### config.mk
export PLATFORM = sky130hd
export DESIGN_NAME = rgb_sequencer
export DESIGN_NICKNAME = d
export VERILOG_FILES = /design/src/rtl/rgb_seq_pkg.sv /design/src/rtl/rgb_tick_gen.sv /design/src/rtl/rgb_sequencer.sv
export SDC_FILE = /design/constraint.sdc
export NUM_CORES = 1
export LEC_CHECK = 0
export CAP_MARGIN = 20
export CORE_UTILIZATION = 55
export CTS_CLUSTER_DIAMETER = 200
export CTS_CLUSTER_SIZE = 12
export DETAILED_ROUTE_END_ITERATION = 12
export MAX_ROUTING_LAYER = met4
export PLACE_DENSITY = 0.74
export SLEW_MARGIN = 15
export SYNTH_ARGS = -nofsm -noshare
export SYNTH_HDL_FRONTEND = slang
export SYNTH_SLANG_ARGS = --single-unit
### constraint.sdc
create_clock -name clk -period 10.8 [get_ports clk]
set_input_delay 2.16 -clock clk [delete_from_list [all_inputs] [get_ports clk]]
set_output_delay 2.16 -clock clk [all_outputs]
set_load 0.02 [all_outputs]
### src/rtl/rgb_seq_pkg.sv
// rgb_seq_pkg: shared types, colour constants and helpers for the RGB pattern sequencer.
package rgb_seq_pkg;

  // One LED colour, MSB first: {r,g,b}
  typedef struct packed {
    logic r;
    logic g;
    logic b;
  } rgb_t;

  typedef enum logic [1:0] {
    IDLE = 2'd0,
    RUN  = 2'd1,
    DONE = 2'd2
  } seq_state_t;

  // Widest duration field a table entry view can carry
  localparam int SEQ_DUR_MAX_W = 16;

  // Duty value meaning "always on"
  localparam logic [3:0] DUTY_FULL = 4'hF;

  // Decoded view of one table entry
  typedef struct packed {
    rgb_t                     color;
    logic [SEQ_DUR_MAX_W-1:0] dur;
    logic                     last;
    logic [3:0]               duty;
  } seq_entry_t;

  localparam rgb_t RGB_OFF   = rgb_t'(3'b000);
  localparam rgb_t RGB_RED   = rgb_t'(3'b100);
  localparam rgb_t RGB_GREEN = rgb_t'(3'b010);
  localparam rgb_t RGB_BLUE  = rgb_t'(3'b001);

  // A stored duration of zero plays as one tick
  function automatic logic [SEQ_DUR_MAX_W-1:0] eff_dur(input logic [SEQ_DUR_MAX_W-1:0] dur);
    return (dur == '0) ? SEQ_DUR_MAX_W'(1) : dur;
  endfunction

  // Mask a colour by brightness: on while phase < duty, duty 15 never blanks
  function automatic logic [2:0] pwm_gate(input rgb_t color, input logic [3:0] duty,
                                          input logic [3:0] phase);
    logic on;
    on = (duty == DUTY_FULL) || (phase < duty);
    return color & {3{on}};
  endfunction

endpackage

### src/rtl/rgb_tick_gen.sv
// rgb_tick_gen: prescaler producing a one-cycle tick every TICK_CYCLES clocks.
// 'clear' restarts the count so a new step starts on a whole tick boundary.
module rgb_tick_gen #(
  parameter int TICK_CYCLES = 2000000
) (
  input  logic clk,
  input  logic rst,
  input  logic clear,
  output logic tick
);

  localparam int CNT_W = (TICK_CYCLES > 2) ? $clog2(TICK_CYCLES) : 1;

  logic [CNT_W-1:0] r_cnt;

  assign tick = (r_cnt == CNT_W'(TICK_CYCLES - 1));

  // Count 0..TICK_CYCLES-1, wrapping on the tick or restarting on clear
  always_ff @(posedge clk or posedge rst) begin
    if (rst) begin
      r_cnt <= '0;
    end else if (clear || tick) begin
      r_cnt <= '0;
    end else begin
      r_cnt <= r_cnt + CNT_W'(1);
    end
  end

endmodule

### src/rtl/rgb_sequencer.sv
// rgb_sequencer: plays a small table of colour/duration steps on the RGB LED pins.
// Optional feature macro: RGB_SEQ_PWM_EN adds a per-entry 4-bit duty (brightness)
// and a free-running PWM counter; without it channels are fully on for a step.
module rgb_sequencer
  import rgb_seq_pkg::*;
#(
  parameter int TICK_CYCLES = 2000000,
  parameter int STEPS       = 8,
  parameter int DUR_W       = 4
) (
  input  logic                     clk,
  input  logic                     rst,
  input  logic                     cfg_we,
  input  logic [$clog2(STEPS)-1:0] cfg_addr,
  input  logic [2:0]               cfg_color,
  input  logic [DUR_W-1:0]         cfg_dur,
  input  logic                     cfg_last,
  input  logic [3:0]               cfg_duty,
  input  logic                     start,
  input  logic                     stop,
  input  logic                     loop,
  output logic                     busy,
  output logic                     done,
  output logic [$clog2(STEPS)-1:0] step_idx,
  output logic                     RGB_R,
  output logic                     RGB_G,
  output logic                     RGB_B
);

  localparam int                IDX_W    = $clog2(STEPS);
  localparam logic [IDX_W-1:0] LAST_IDX = IDX_W'(STEPS - 1);

  // Pattern table (flops, so reset can restore the default entries)
  rgb_t             r_tab_color [STEPS];
  logic [DUR_W-1:0] r_tab_dur   [STEPS];
  logic [STEPS-1:0] r_tab_last;

  // Playback state and registered outputs
  seq_state_t       r_state;
  logic [IDX_W-1:0] r_idx;
  logic [DUR_W-1:0] r_dur_cnt;
  logic             r_loop;
  logic [2:0]       r_led;
  logic             r_busy;
  logic             r_done;

  logic             w_wr_en;
  logic             w_tick;
  logic             w_clear;
  logic             w_step_end;
  logic             w_is_final;
  logic [IDX_W-1:0] w_succ_idx;
  logic [IDX_W-1:0] w_load_idx;
  seq_entry_t       w_cur;
  rgb_t             w_nxt_color;
  logic [3:0]       w_nxt_duty;
  logic [3:0]       w_phase;
  logic [2:0]       w_cur_led;
  logic [2:0]       w_nxt_led;

`ifdef RGB_SEQ_PWM_EN
  logic [3:0] r_tab_duty [STEPS];
  logic [3:0] r_pwm_cnt;

  // Table duty storage, written alongside the rest of the entry
  always_ff @(posedge clk or posedge rst) begin
    if (rst) begin
      for (int i = 0; i < STEPS; i++) begin
        r_tab_duty[i] <= DUTY_FULL;
      end
    end else if (w_wr_en) begin
      r_tab_duty[cfg_addr] <= cfg_duty;
    end
  end

  // Free-running brightness phase
  always_ff @(posedge clk or posedge rst) begin
    if (rst) begin
      r_pwm_cnt <= '0;
    end else begin
      r_pwm_cnt <= r_pwm_cnt + 4'd1;
    end
  end

  assign w_phase    = r_pwm_cnt;
  assign w_nxt_duty = r_tab_duty[w_load_idx];
`else
  // Brightness is fixed at full; the duty input has no effect in this build
  logic w_unused_duty;
  assign w_unused_duty = ^cfg_duty;
  assign w_phase       = 4'd0;
  assign w_nxt_duty    = DUTY_FULL;
`endif

  // The table only changes while nothing is playing it
  assign w_wr_en = cfg_we && !r_busy;

  // Table colour/duration/last storage; reset restores off, 1 tick, not last
  always_ff @(posedge clk or posedge rst) begin
    if (rst) begin
      for (int i = 0; i < STEPS; i++) begin
        r_tab_color[i] <= RGB_OFF;
        r_tab_dur[i]   <= DUR_W'(1);
        r_tab_last[i]  <= 1'b0;
      end
    end else if (w_wr_en) begin
      r_tab_color[cfg_addr] <= rgb_t'(cfg_color);
      r_tab_dur[cfg_addr]   <= cfg_dur;
      r_tab_last[cfg_addr]  <= cfg_last;
    end
  end

  // Decode the entry on display
  always_comb begin
    w_cur       = '0;
    w_cur.color = r_tab_color[r_idx];
    w_cur.dur   = SEQ_DUR_MAX_W'(r_tab_dur[r_idx]);
    w_cur.last  = r_tab_last[r_idx];
`ifdef RGB_SEQ_PWM_EN
    w_cur.duty  = r_tab_duty[r_idx];
`else
    w_cur.duty  = DUTY_FULL;
`endif
  end

  // Successor: wrap to entry 0 after a last-marked or final table entry
  assign w_is_final = w_cur.last || (r_idx == LAST_IDX);
  assign w_succ_idx = w_is_final ? '0 : r_idx + IDX_W'(1);
  // From IDLE the next entry loaded is always entry 0
  assign w_load_idx = (r_state == RUN) ? w_succ_idx : '0;

  assign w_nxt_color = r_tab_color[w_load_idx];
  assign w_cur_led   = pwm_gate(w_cur.color, w_cur.duty, w_phase);
  assign w_nxt_led   = pwm_gate(w_nxt_color, w_nxt_duty, w_phase);

  // A step ends on the tick that completes its max(dur,1)-th tick
  assign w_step_end = (r_state == RUN) && w_tick &&
                      ((SEQ_DUR_MAX_W'(r_dur_cnt) + SEQ_DUR_MAX_W'(1)) >= eff_dur(w_cur.dur));
  // Hold the prescaler at zero outside RUN and restart it on every step entry
  assign w_clear    = (r_state != RUN) || w_step_end;

  rgb_tick_gen #(
    .TICK_CYCLES(TICK_CYCLES)
  ) u_tick (
    .clk  (clk),
    .rst  (rst),
    .clear(w_clear),
    .tick (w_tick)
  );

  // Playback FSM with registered LED, busy, done and index outputs
  always_ff @(posedge clk or posedge rst) begin
    if (rst) begin
      r_state   <= IDLE;
      r_idx     <= '0;
      r_dur_cnt <= '0;
      r_loop    <= 1'b0;
      r_led     <= '0;
      r_busy    <= 1'b0;
      r_done    <= 1'b0;
    end else begin
      r_done <= 1'b0;
      case (r_state)
        IDLE: begin
          if (start && !stop) begin
            r_state   <= RUN;
            r_loop    <= loop;
            r_idx     <= '0;
            r_dur_cnt <= '0;
            r_busy    <= 1'b1;
            r_led     <= w_nxt_led;
          end
        end
        RUN: begin
          if (stop) begin
            r_state   <= IDLE;
            r_idx     <= '0;
            r_dur_cnt <= '0;
            r_busy    <= 1'b0;
            r_led     <= '0;
          end else if (w_step_end) begin
            r_dur_cnt <= '0;
            if (w_is_final && !r_loop) begin
              r_state <= DONE;
              r_idx   <= '0;
              r_busy  <= 1'b0;
              r_done  <= 1'b1;
              r_led   <= '0;
            end else begin
              r_idx <= w_load_idx;
              r_led <= w_nxt_led;
            end
          end else begin
            if (w_tick) begin
              r_dur_cnt <= r_dur_cnt + DUR_W'(1);
            end
            r_led <= w_cur_led;
          end
        end
        DONE: begin
          r_state <= IDLE;
        end
        default: begin
          r_state <= IDLE;
          r_busy  <= 1'b0;
          r_led   <= '0;
        end
      endcase
    end
  end

  assign busy     = r_busy;
  assign done     = r_done;
  assign step_idx = r_idx;
  assign RGB_R    = r_led[2];
  assign RGB_G    = r_led[1];
  assign RGB_B    = r_led[0];

endmodule

## Word-level counts from Yosys, hierarchy flattened

Index checks and enable logic that the tools add are counted.

- Word-level logic and storage cells: 141
- Input bits: 21
- Bits in registers: 100
- Output and inout bits: 8

- Bitwise gates (word level): 4
- Reduce and logical (&&, ||, !) cells: 22
- Order comparisons: 8
- Equality and inequality tests: 9
- Multiplexer cells: 53
- Add/subtract/negate cells: 4

Operator list:

| operator | number |
|---|---|
| $mux W3 | 15 |
| $bwmux W32 | 1 |
| $mux W4 | 8 |
| $bwmux W24 | 1 |
| $add A21 B1 Y21 const B | 1 |
| $eq A21 B21 Y1 const B | 1 |
| $mux W21 | 1 |
| $bmux W3 S3 | 2 |
| $logic_not A16 Y1 | 1 |
| $bmux W4 S3 | 1 |
| $demux W4 S3 | 1 |
| $ge A4 B4 Y1 const B | 3 |
| $not A3 Y4 | 3 |
| $mux W1 | 10 |
| $demux W3 S3 | 1 |
| $pmux W3 S3 | 1 |
| $reduce_and A3 Y1 | 3 |
| $bwmux W8 | 1 |
| $lt A3 B4 Y1 const B | 2 |
| $mux W2 | 4 |
| $pmux W4 S2 | 1 |
| $logic_and A1 B1 Y1 | 7 |
| $pmux W3 S2 | 1 |
| $add A4 B1 Y5 const B | 1 |
| 24 further kinds | 29 |

## Depth between registers and ports, before layout

Gate-level depths: netlist (run 1).

- Depth after elaboration: 13
- Depth in mapped cells: 13
- Mapped depth without buffers: 11

## By module

From an unflattened synthesis (run 1), not the netlist that was laid out.

- Cells, all modules: 435
- Area total of the unflattened synthesis: 5191.2 µm²

By module, submodules not included:

| module | cells each | area an instance (µm²) | times used |
|---|---|---|---|
| rgb_sequencer | 326 | 4093.9 | 1 |
| rgb_tick_gen | 109 | 1097.3 | 1 |

## Least setup slack after synthesis (run 1)

Ideal clock, no wire load.

- Path kind: reg-to-reg
- From: register r_idx[0], in the netlist step_idx[0]
- To: register r_idx[0], in the netlist step_idx[0]
- Setup slack: 7181 ps
- Data arrival time: 3495 ps
- Cell stages (with the launch flop): 14
- Path buffers: 2
- Cells stage by stage: dfrtp_1 > buf_4 > buf_2 > mux4_2 > mux2i_1 > nand3_1 > nand2_1 > ha_1 > nand2b_1 > a211oi_1 > o21ai_0 > a211o_2 > o21ai_2 > mux2_2

- Cells in the longest elaborated chain, start to end: 10
- Elaborated cells on any way between the ends: 22

RTL lines:

| item | line | source |
|---|---|---|
| start: declaration | rgb_sequencer.sv:40 | `logic [IDX_W-1:0] r_idx;` |
| start signal: assignment | rgb_sequencer.sv:190 | `r_idx <= w_load_idx;` |
| $not A3 Y4 (implied by the code) | rgb_sequencer.sv:117 | `w_cur.dur = SEQ_DUR_MAX_W'(r_tab_dur[r_idx]);` |
| $bmux W4 S3 | rgb_sequencer.sv:117 |  |
| $mux W4 (implied by the code) (2 in a row) | rgb_sequencer.sv:117 |  |
| $logic_not A16 Y1 | rgb_seq_pkg.sv:38 | `return (dur == '0) ? SEQ_DUR_MAX_W'(1) : dur;` |
| $mux W4 | rgb_seq_pkg.sv:38 |  |
| $ge A5 B4 Y1 | rgb_sequencer.sv:138 | `((SEQ_DUR_MAX_W'(r_dur_cnt) + SEQ_DUR_MAX_W'(1)) >= eff_dur(w_cur.dur));` |
| $logic_and A1 B1 Y1 | rgb_sequencer.sv:137 | `assign w_step_end = (r_state == RUN) && w_tick &&` |
| $ne A3 B3 Y1 (no line) | - |  |
| $reduce_and A3 Y1 (no line) | - |  |

Parallel ways exist; a longest one is shown, timed or not. The select of a mux whose other input is x is not followed.
A chain may end at the register's enable or synchronous reset.

## Worst setup path after layout (run 1)

- From: register r_idx[1], in the netlist step_idx[1]
- To: output port step_idx[1]

RTL lines:

| item | line | source |
|---|---|---|
| end: declaration | rgb_sequencer.sv:24 | `output logic [$clog2(STEPS)-1:0] step_idx,` |

No word-level cell between the ends.

==> load_flow_metrics.sql, run 1 <==
INSERT INTO impl_metrics (metric_group, metric, value, unit) VALUES
('clocking', 'cts_resized', '0', ''),
('clocking', 'clkSinkCount', '100', ''),
('critical_path', 'crit_path_end_kind', 'output pin', ''),
('sta', 'worst_slew_pin_slew', '1.05', 'ns'),
('status', 'status', 'finished, final reports clean', ''),
('route', 'viasPerCell', '5.97', ''),
('placed_design', 'buffer_ports.inserted', '24', ''),
('layout', 'final_common_cell', 'sky130_fd_sc_hd__dfrtp_1', ''),
('yosys', 'synth_flop_cell', 'sky130_fd_sc_hd__dfrtp_1', ''),
('floorplanning', 'start_util', '0.567', ''),
('power_and_ir_drop', 'powerDensity', '235', 'nW/um^2'),
('route', 'routedWlPerCell', '18.6', 'um'),
('floorplanning', 'dieHeight', '99.6', 'um'),
('clocking', 'cts_root_buf', 'sky130_fd_sc_hd__clkbuf_8', ''),
('worst_hold_path', 'hold_class', 'flip-flop to flip-flop', ''),
('yosys', 'synth_seq_cells', '100', ''),
('layout', 'diodes', '0', ''),
('global_route', 'antenna_violations_before_repair', '0', ''),
('layout', 'post_route_cells_drive_above_1_share', '0.275', ''),
('route', 'route.antenna.remaining_nets', '0', ''),
('clocking', 'htree_levels', '3', ''),
('route', 'drc', '0', ''),
('clocking', 'cts.reportedPaths.clkPinSlew', '0.09', 'ns'),
('placed_design', 'placed_cells_incl_taps', '568', ''),
('yosys', 'netlist_instances', '430', ''),
('global_route', 'grt_max_degree', '53', ''),
('critical_path', 'crit_slowest_cell', 'sky130_fd_sc_hd__dfrtp_1', ''),
('yosys', 'synth.lib_cells_used.distinct', '58', ''),
('global_route', 'globalRouteOverflowTotal', '0', ''),
('yosys', 'warnings_from_yosys', '0', ''),
('critical_path', 'critical_path.top_delay_family', 'flip-flops', ''),
('route', 'first_iter_violations', '302', ''),
('sta', 'maxSlewViolCount', '0', ''),
('yosys', 'mapped_nets', '459', ''),
('layout', 'layout_common_cells', '92 x sky130_fd_sc_hd__dfrtp_1, 70 x sky130_fd_sc_hd__mux2_2, 35 x sky130_fd_sc_hd__nor2_1', ''),
('critical_path', 'timing.critical_path.cells', 'clkdlybuf4s50_1', ''),
('critical_path', 'worstSetupPathType', 'flip-flop to output pin', ''),
('layout', 'final_cells', '584', ''),
('sta', 'post-route-min-period', '4.21', 'ns'),
('floorplanning', 'dieWidth', '99.6', 'um'),
('route', 'routed_wl', '10.8', 'mm'),
('layout', 'nFillCells', '751', ''),
('sta', 'rsz0062_at_grt', 'false', ''),
('layout', 'finalCoreUtilization', '0.623', ''),
('yosys', 'async_reset_ff_frac', '1.00', ''),
('floorplanning', 'ios', '29', ''),
('global_route', 'grt_use_total', '0.252', ''),
('critical_path', 'worst-path-buf-inv', '1', ''),
('critical_path', 'critical-path-max-stage-delay', '0.92', 'ns'),
('yosys', 'synth.yosys.seq_area_share', '0.479', ''),
('clocking', 'cts.repair_timing.setup_buffer_count', '0', ''),
('yosys', 'post_synth.cell_area_avg', '12.2', 'um^2'),
('placed_design', 'finalWeightedCongestion', '0.907', ''),
('sta', 'setup_viol', '0', ''),
('sta', 'tns', '0', 'ns'),
('floorplanning', 'floorplan.die_area', '9920', 'um^2'),
('yosys', 'synthesis.area', '5240', 'um^2'),
('yosys', 'post_synth_edffs', '0', ''),
('placed_design', 'dpl.hpwl', '7.37', 'mm'),
('sta', 'slew_headroom', '0.302', ''),
('global_route', 'first_global_vias', '3583', ''),
('clocking', 'hold_buffers', '0', ''),
('global_route', 'grt_first_pass_wirelength', '18.2', 'mm'),
('power_and_ir_drop', 'worst_ir_drop_vdd', '158', 'uV'),
('power_and_ir_drop', 'power.static_leakage', '2.38', 'nW'),
('floorplanning', 'area_of_the_core', '9240', 'um^2'),
('run', 'drv_cap', '0', ''),
('sta', 'skew', '0.00966', 'ns'),
('critical_path', 'crit_required', '8.64', 'ns'),
('critical_path', 'critPathLaunchType', 'flip-flop', ''),
('sta', 'final-hold-violation-count', '0', ''),
('route', 'vias', '3485', ''),
('critical_path', 'worstPathMaxFanout', '20', ''),
('route', 'drt_first_pass_iters', '4', ''),
('sta', 'clock.fmax', '238', 'MHz'),
('clocking', 'clk-insertion-delay-late', '0.38', 'ns'),
('critical_path', 'worst-endpoint-arrival', '2.05', 'ns'),
('layout', 'flow.area_growth_from_synthesis', '9.84', '%'),
('layout', 'finish.net_count', '479', ''),
('clocking', 'cts_inserted_buffers', '9', ''),
('clocking', 'cts_tree', 'done', ''),
('clocking', 'clockBufferDepth', '2', ''),
('floorplanning', 'fp-row-count', '35', ''),
('sta', 'layout_worst_path_cycle_share', '0.390', '');
[cells by family (layout without fill, tap and decap cells)]
| group | Yosys count | count (layout) | synth area share |
|---|---|---|---|
| fa+ha+maj | 8 | 8 | 0.0191 |
| buf+inv | 24 | 49 | 0.0222 |
| mux | 99 | 99 | 0.241 |
| simple gates | 123 | 123 | 0.127 |
| flops | 100 | 100 | 0.479 |
| xor+xnor | 19 | 19 | 0.0318 |
| compound gates | 57 | 57 | 0.0795 |
[path summary, 6_finish.rpt]
kind,from,slack [ns],cells after the start,endpoint
max in group asynchronous,rst,7.52,3,r_tab_color[22]
hold / removal,u_tick.r_cnt[0],0.49,1,u_tick.r_cnt[0]
setup reg to reg,step_idx[1],7.05,11,step_idx[2]
min in group asynchronous,rst,2.20,2,r_tab_dur[9]
setup / recovery,step_idx[1],6.59,1,step_idx[1]
hold reg to reg,u_tick.r_cnt[0],0.49,1,u_tick.r_cnt[0]
[area by class of cell]
| type | count | area (um^2) | area share |
|---|---|---|---|
| Clock inverter | 5 | 41.3 | 0.00717 |
| Timing Repair Buffer | 27 | 263 | 0.0457 |
| Tap cell | 129 | 161 | 0.0280 |
| Multi-Input combinational cell | 306 | 2610 | 0.454 |
| Inverter | 6 | 25.0 | 0.00435 |
| Sequential cell | 100 | 2510 | 0.437 |
| Clock buffer | 11 | 141 | 0.0246 |
[stage by stage]
stage | setup WS, ns | total power, mW | area, um^2 | hold slack, ns
after floorplan | 6.03 | 1.01 | 5240 | 0.455
after global routing | 6.50 | 1.45 | 5760 | 0.511
after detailed placement | 6.34 | 1.13 | 5570 | 0.480
final | 6.59 | 1.36 | 5760 | 0.491
after CTS | 6.57 | 1.36 | 5760 | 0.494
after global placement | 6.42 | 1.11 | 5570 | 0.474
[layer usage]
| metal | share of wire | GRT usage |
|---|---|---|
| met4 | 0.028 | 0.106 |
| met3 | 0.043 | 0.0597 |
| met5 | 0 | - |
| met2 | 0.49 | 0.398 |
| met1 | 0.44 | 0.311 |
[flip-flops by register name, indices dropped and copies added (netlist names), 2 cells and up]
register	cells
r_dur_cnt	4
r_tab_dur	32
step_idx	3
r_tab_color	24
u_tick.r_cnt	21
r_tab_last	8
r_led	3
r_state	2
[where the power goes]
group	switching, mW	total [mW]	internal (mW)
clock network	0.135	0.227	0.0927
registers	0.0897	0.597	0.508
logic	0.255	0.530	0.275
[cell usage after synthesis, types with 3 or more instances]
cell / count / share of area
sky130_fd_sc_hd__mux2_2: 70 / 0.15
sky130_fd_sc_hd__nor4_1: 3 / 0.0036
sky130_fd_sc_hd__and4_1: 4 / 0.0067
sky130_fd_sc_hd__xor2_1: 13 / 0.022
sky130_fd_sc_hd__dfrtp_1: 92 / 0.44
sky130_fd_sc_hd__nor2_1: 35 / 0.025
sky130_fd_sc_hd__xnor2_1: 6 / 0.010
sky130_fd_sc_hd__a221o_1: 4 / 0.0076
sky130_fd_sc_hd__nand3_1: 10 / 0.0096
sky130_fd_sc_hd__o21ai_0: 16 / 0.015
sky130_fd_sc_hd__inv_1: 6 / 0.0043
sky130_fd_sc_hd__nand2_1: 22 / 0.016
sky130_fd_sc_hd__mux4_2: 14 / 0.060
sky130_fd_sc_hd__nand3b_1: 3 / 0.0043
sky130_fd_sc_hd__buf_2: 6 / 0.0057
sky130_fd_sc_hd__ha_1: 8 / 0.019
sky130_fd_sc_hd__nand4_1: 5 / 0.0060
sky130_fd_sc_hd__dfstp_2: 8 / 0.040
sky130_fd_sc_hd__clkbuf_1: 9 / 0.0064
sky130_fd_sc_hd__a21oi_1: 6 / 0.0057
sky130_fd_sc_hd__a31oi_1: 6 / 0.0072
sky130_fd_sc_hd__o22ai_1: 5 / 0.0060
sky130_fd_sc_hd__nor3b_1: 3 / 0.0043
sky130_fd_sc_hd__nand2b_1: 8 / 0.0096
sky130_fd_sc_hd__a22oi_1: 3 / 0.0043
sky130_fd_sc_hd__and3_1: 8 / 0.0096
sky130_fd_sc_hd__mux2i_1: 13 / 0.025
No activity file was read; power rests on OpenSTA's default activity.
==> run 2: changes to the inputs <==
==> constraint.sdc (replaced) <==
create_clock -name clk -period 3.9 [get_ports clk]
set_input_delay 0.78 -clock clk [delete_from_list [all_inputs] [get_ports clk]]
set_output_delay 0.78 -clock clk [all_outputs]
set_load 0.02 [all_outputs]
==> run 2 against run 1 <==
Against the previous run: die area unchanged; power rose to 2.8 times the previous value; count of clock-buffer cells in the layout shrank 1; sequential share of layout area down 0.51 points; worst hold slack better by 0.014 ns; wire length rose by 2.7%; worst setup slack got worse by 6.3 ns; sequential power rose to 2.8 times the previous value; clock power increased to 2.7 times the previous value; largest power group unchanged.
==> load_flow_metrics.sql, run 2 (synthesized netlist as in run 1, its figures left out) <==
INSERT INTO impl_metrics (metric_group, metric, value, unit) VALUES
('clocking', 'clkSinkCount', '100', ''),
('placed_design', 'placed_cells_incl_taps', '575', ''),
('critical_path', 'r2r-start', 'step_idx[0]', ''),
('floorplanning', 'floorplan.die_area', '9920', 'um^2'),
('sta', 'clock.fmax', '277', 'MHz'),
('layout', 'post_route_cells_drive_above_1_share', '0.288', ''),
('floorplanning', 'ios', '29', ''),
('route', 'first_iter_violations', '207', ''),
('global_route', 'grt_util_met3', '0.0492', ''),
('critical_path', 'critPathLaunchType', 'flip-flop', ''),
('global_route', 'antenna_violations_before_repair', '0', ''),
('sta', 'layout_worst_path_cycle_share', '0.925', ''),
('clocking', 'cts.repair_timing.setup_buffer_count', '0', ''),
('floorplanning', 'area_of_the_core', '9240', 'um^2'),
('sta', 'tns', '0', 'ns'),
('global_route', 'grt_max_degree', '61', ''),
('floorplanning', 'dieHeight', '99.6', 'um'),
('power_and_ir_drop', 'worst_ir_drop_vdd', '359', 'uV'),
('power_and_ir_drop', 'power.static_leakage', '2.42', 'nW'),
('clocking', 'cts_root_buf', 'sky130_fd_sc_hd__clkbuf_8', ''),
('placed_design', 'buffer_ports.inserted', '24', ''),
('layout', 'layout_common_cells', '92 x sky130_fd_sc_hd__dfrtp_1, 70 x sky130_fd_sc_hd__mux2_2, 35 x sky130_fd_sc_hd__nor2_1', ''),
('worst_hold_path', 'holdPathStages', '1', ''),
('route', 'drc', '0', ''),
('sta', 'skew', '0.00936', 'ns'),
('layout', 'biggestRegsByFlops', 'r_tab_dur (32), r_tab_color (24), u_tick.r_cnt (21)', ''),
('layout', 'diodes', '0', ''),
('critical_path', 'crit_required', '4.17', 'ns'),
('layout', 'nFillCells', '725', ''),
('clocking', 'cts_inserted_buffers', '9', ''),
('route', 'vias', '3570', ''),
('sta', 'post-route-min-period', '3.61', 'ns'),
('floorplanning', 'dieWidth', '99.6', 'um'),
('critical_path', 'crit_slowest_cell', 'sky130_fd_sc_hd__dfrtp_1', ''),
('global_route', 'globalRouteOverflowTotal', '0', ''),
('route', 'drt_first_pass_iters', '4', ''),
('status', 'status', 'finished, final reports clean', ''),
('critical_path', 'timing.critical_path.cells', 'mux4_2, mux2i_1, nand3_1, nand2_1, ha_1, nand2b_1, a211oi_1, o21ai_0, a211o_2, o21ai_2, mux2_2', ''),
('clocking', 'hold_buffers', '0', ''),
('placed_design', 'post_dp_cell_area', '5640', 'um^2'),
('sta', 'slew_headroom', '0.364', ''),
('sta', 'final.hold.worst_slack', '0.504', 'ns'),
('worst_hold_path', 'hold_class', 'flip-flop to flip-flop', ''),
('floorplanning', 'fp-row-count', '35', ''),
('global_route', 'met1_usage', '0.329', ''),
('worst_hold_path', 'holdPathEnd', 'u_tick.r_cnt[0]', ''),
('layout', 'final_cells', '591', ''),
('route', 'routed_wl', '11.1', 'mm'),
('layout', 'flow.area_growth_from_synthesis', '11.1', '%'),
('critical_path', 'worstSetupPathType', 'flip-flop to flip-flop', ''),
('global_route', 'globalRoute.busiestLayer', 'met2', ''),
('placed_design', 'finalWeightedCongestion', '0.850', ''),
('global_route', 'grt_first_pass_wirelength', '18.7', 'mm'),
('layout', 'largest_register_ff_count', '32', ''),
('critical_path', 'critical-path-max-stage-delay', '0.79', 'ns'),
('clocking', 'htree_levels', '3', ''),
('critical_path', 'worst-endpoint-arrival', '3.87', 'ns'),
('critical_path', 'timing.rr.end', 'step_idx[0]', ''),
('sta', 'finalWorstSetupSlack', '0.292', 'ns'),
('clocking', 'cts_tree', 'done', ''),
('critical_path', 'worstPathMaxFanout', '11', ''),
('global_route', 'first_global_vias', '3711', ''),
('layout', 'final_design_area_no_fill', '5820', 'um^2'),
('clocking', 'cts.reportedPaths.clkPinSlew', '0.10', 'ns'),
('global_route', 'grt_use_total', '0.258', ''),
('run', 'drv_cap', '0', ''),
('worst_hold_path', 'min-delay-start', 'u_tick.r_cnt[0]', ''),
('placed_design', 'dpl.hpwl', '7.71', 'mm'),
('floorplanning', 'start_util', '0.567', ''),
('placed_design', 'pre_cts_slack', '0.303', 'ns'),
('critical_path', 'crit_path_end_kind', 'flip-flop', ''),
('sta', 'final-hold-violation-count', '0', ''),
('route', 'viasPerCell', '6.04', ''),
('sta', 'maxSlewViolCount', '0', ''),
('sta', 'rsz0062_at_grt', 'false', ''),
('critical_path', 'worst-path-buf-inv', '0', ''),
('clocking', 'cts_resized', '0', ''),
('layout', 'final_common_cell', 'sky130_fd_sc_hd__dfrtp_1', ''),
('layout', 'top_register', 'r_tab_dur', ''),
('critical_path', 'critical_path.top_delay_family', 'multiplexers', ''),
('sta', 'setup_viol', '0', ''),
('route', 'route.antenna.remaining_nets', '0', ''),
('route', 'routedWlPerCell', '18.8', 'um'),
('global_route', 'global_route.usage.met2', '0.400', ''),
('power_and_ir_drop', 'powerDensity', '654', 'nW/um^2'),
('layout', 'finish.net_count', '486', ''),
('critical_path', 'r2r_cells', '11', ''),
('clocking', 'clockBufferDepth', '2', ''),
('critical_path', 'regToRegSetupSlack', '0.29', 'ns'),
('sta', 'worst_slew_pin_slew', '0.950', 'ns'),
('clocking', 'clk-insertion-delay-late', '0.37', 'ns');
-- run 2: cell types whose count changed in the layout (fill, tap and decap cells not counted) --
cell,delta
sky130_fd_sc_hd__buf_4,+6
sky130_fd_sc_hd__inv_6,-1
sky130_fd_sc_hd__buf_12,+1
sky130_fd_sc_hd__clkinv_4,+2
sky130_fd_sc_hd__clkbuf_1,-1
sky130_fd_sc_hd__clkinvlp_4,-1
sky130_fd_sc_hd__clkinv_2,+1
-- run 2: cell type report --
class                           instances  area [um^2]  share of cell area
Clock buffer                           10          138              0.0236
Clock inverter                          6         47.5             0.00817
Inverter                                6         25.0             0.00430
Multi-Input combinational cell        306         2610               0.448
Sequential cell                       100         2510               0.431
Tap cell                              129          161              0.0277
Timing Repair Buffer                   34          328              0.0563
-- run 2: through the flow --
stage                     utilization  power [mW]
final                           0.630        3.81
after global routing            0.630        4.05
after CTS                       0.630        3.82
after detailed placement        0.610        3.19
after global placement          0.610        3.12
after floorplan                     -        2.79
-- run 2: worst max path at each step --
| stage | cells after the start | endpoint | slack, ns | start |
|---|---|---|---|---|
| 6_report | 11 | step_idx[0] | 0.29 | step_idx[0] |
| 3_3_place_gp | 11 | step_idx[0] | 0.28 | step_idx[0] |
| 4_1_cts | 11 | step_idx[0] | 0.28 | step_idx[0] |
| 3_5_place_dp | 11 | step_idx[2] | 0.30 | step_idx[0] |
| 2_1_floorplan | 13 | step_idx[0] | 0.28 | step_idx[0] |
| 5_1_grt | 12 | r_led[2] | 0.02 | step_idx[0] |
-- run 2: routing by layer --
layer  vias to the layer above  part of all wire  routed length, um
li1                       1637                 -                  -
met1                      1827              0.44               4890
met2                        83              0.49               5460
met3                        23             0.045                503
met4                         0             0.025                283
met5                         -                 0                  0
-- run 2: worst reg2reg max path, delay by kind of cell, from the launching register on --
family,cells,cell delay (ns)
multiplexers,3,1.22
AND/OR/NAND/NOR,3,0.33
adder cells (fa/ha/maj),1,0.21
flip-flops,1,0.79
AO/OA/AOI/OAI,4,0.94
-- run 2: report_power, final --
part           switching (mW)  internal [mW]  leakage (nW)  total (mW)
Combinational           0.702          0.797          1.08        1.50
Clock                   0.367          0.255        0.0933       0.622
Sequential              0.279           1.41          1.25        1.68
Total                    1.35           2.46          2.42        3.81
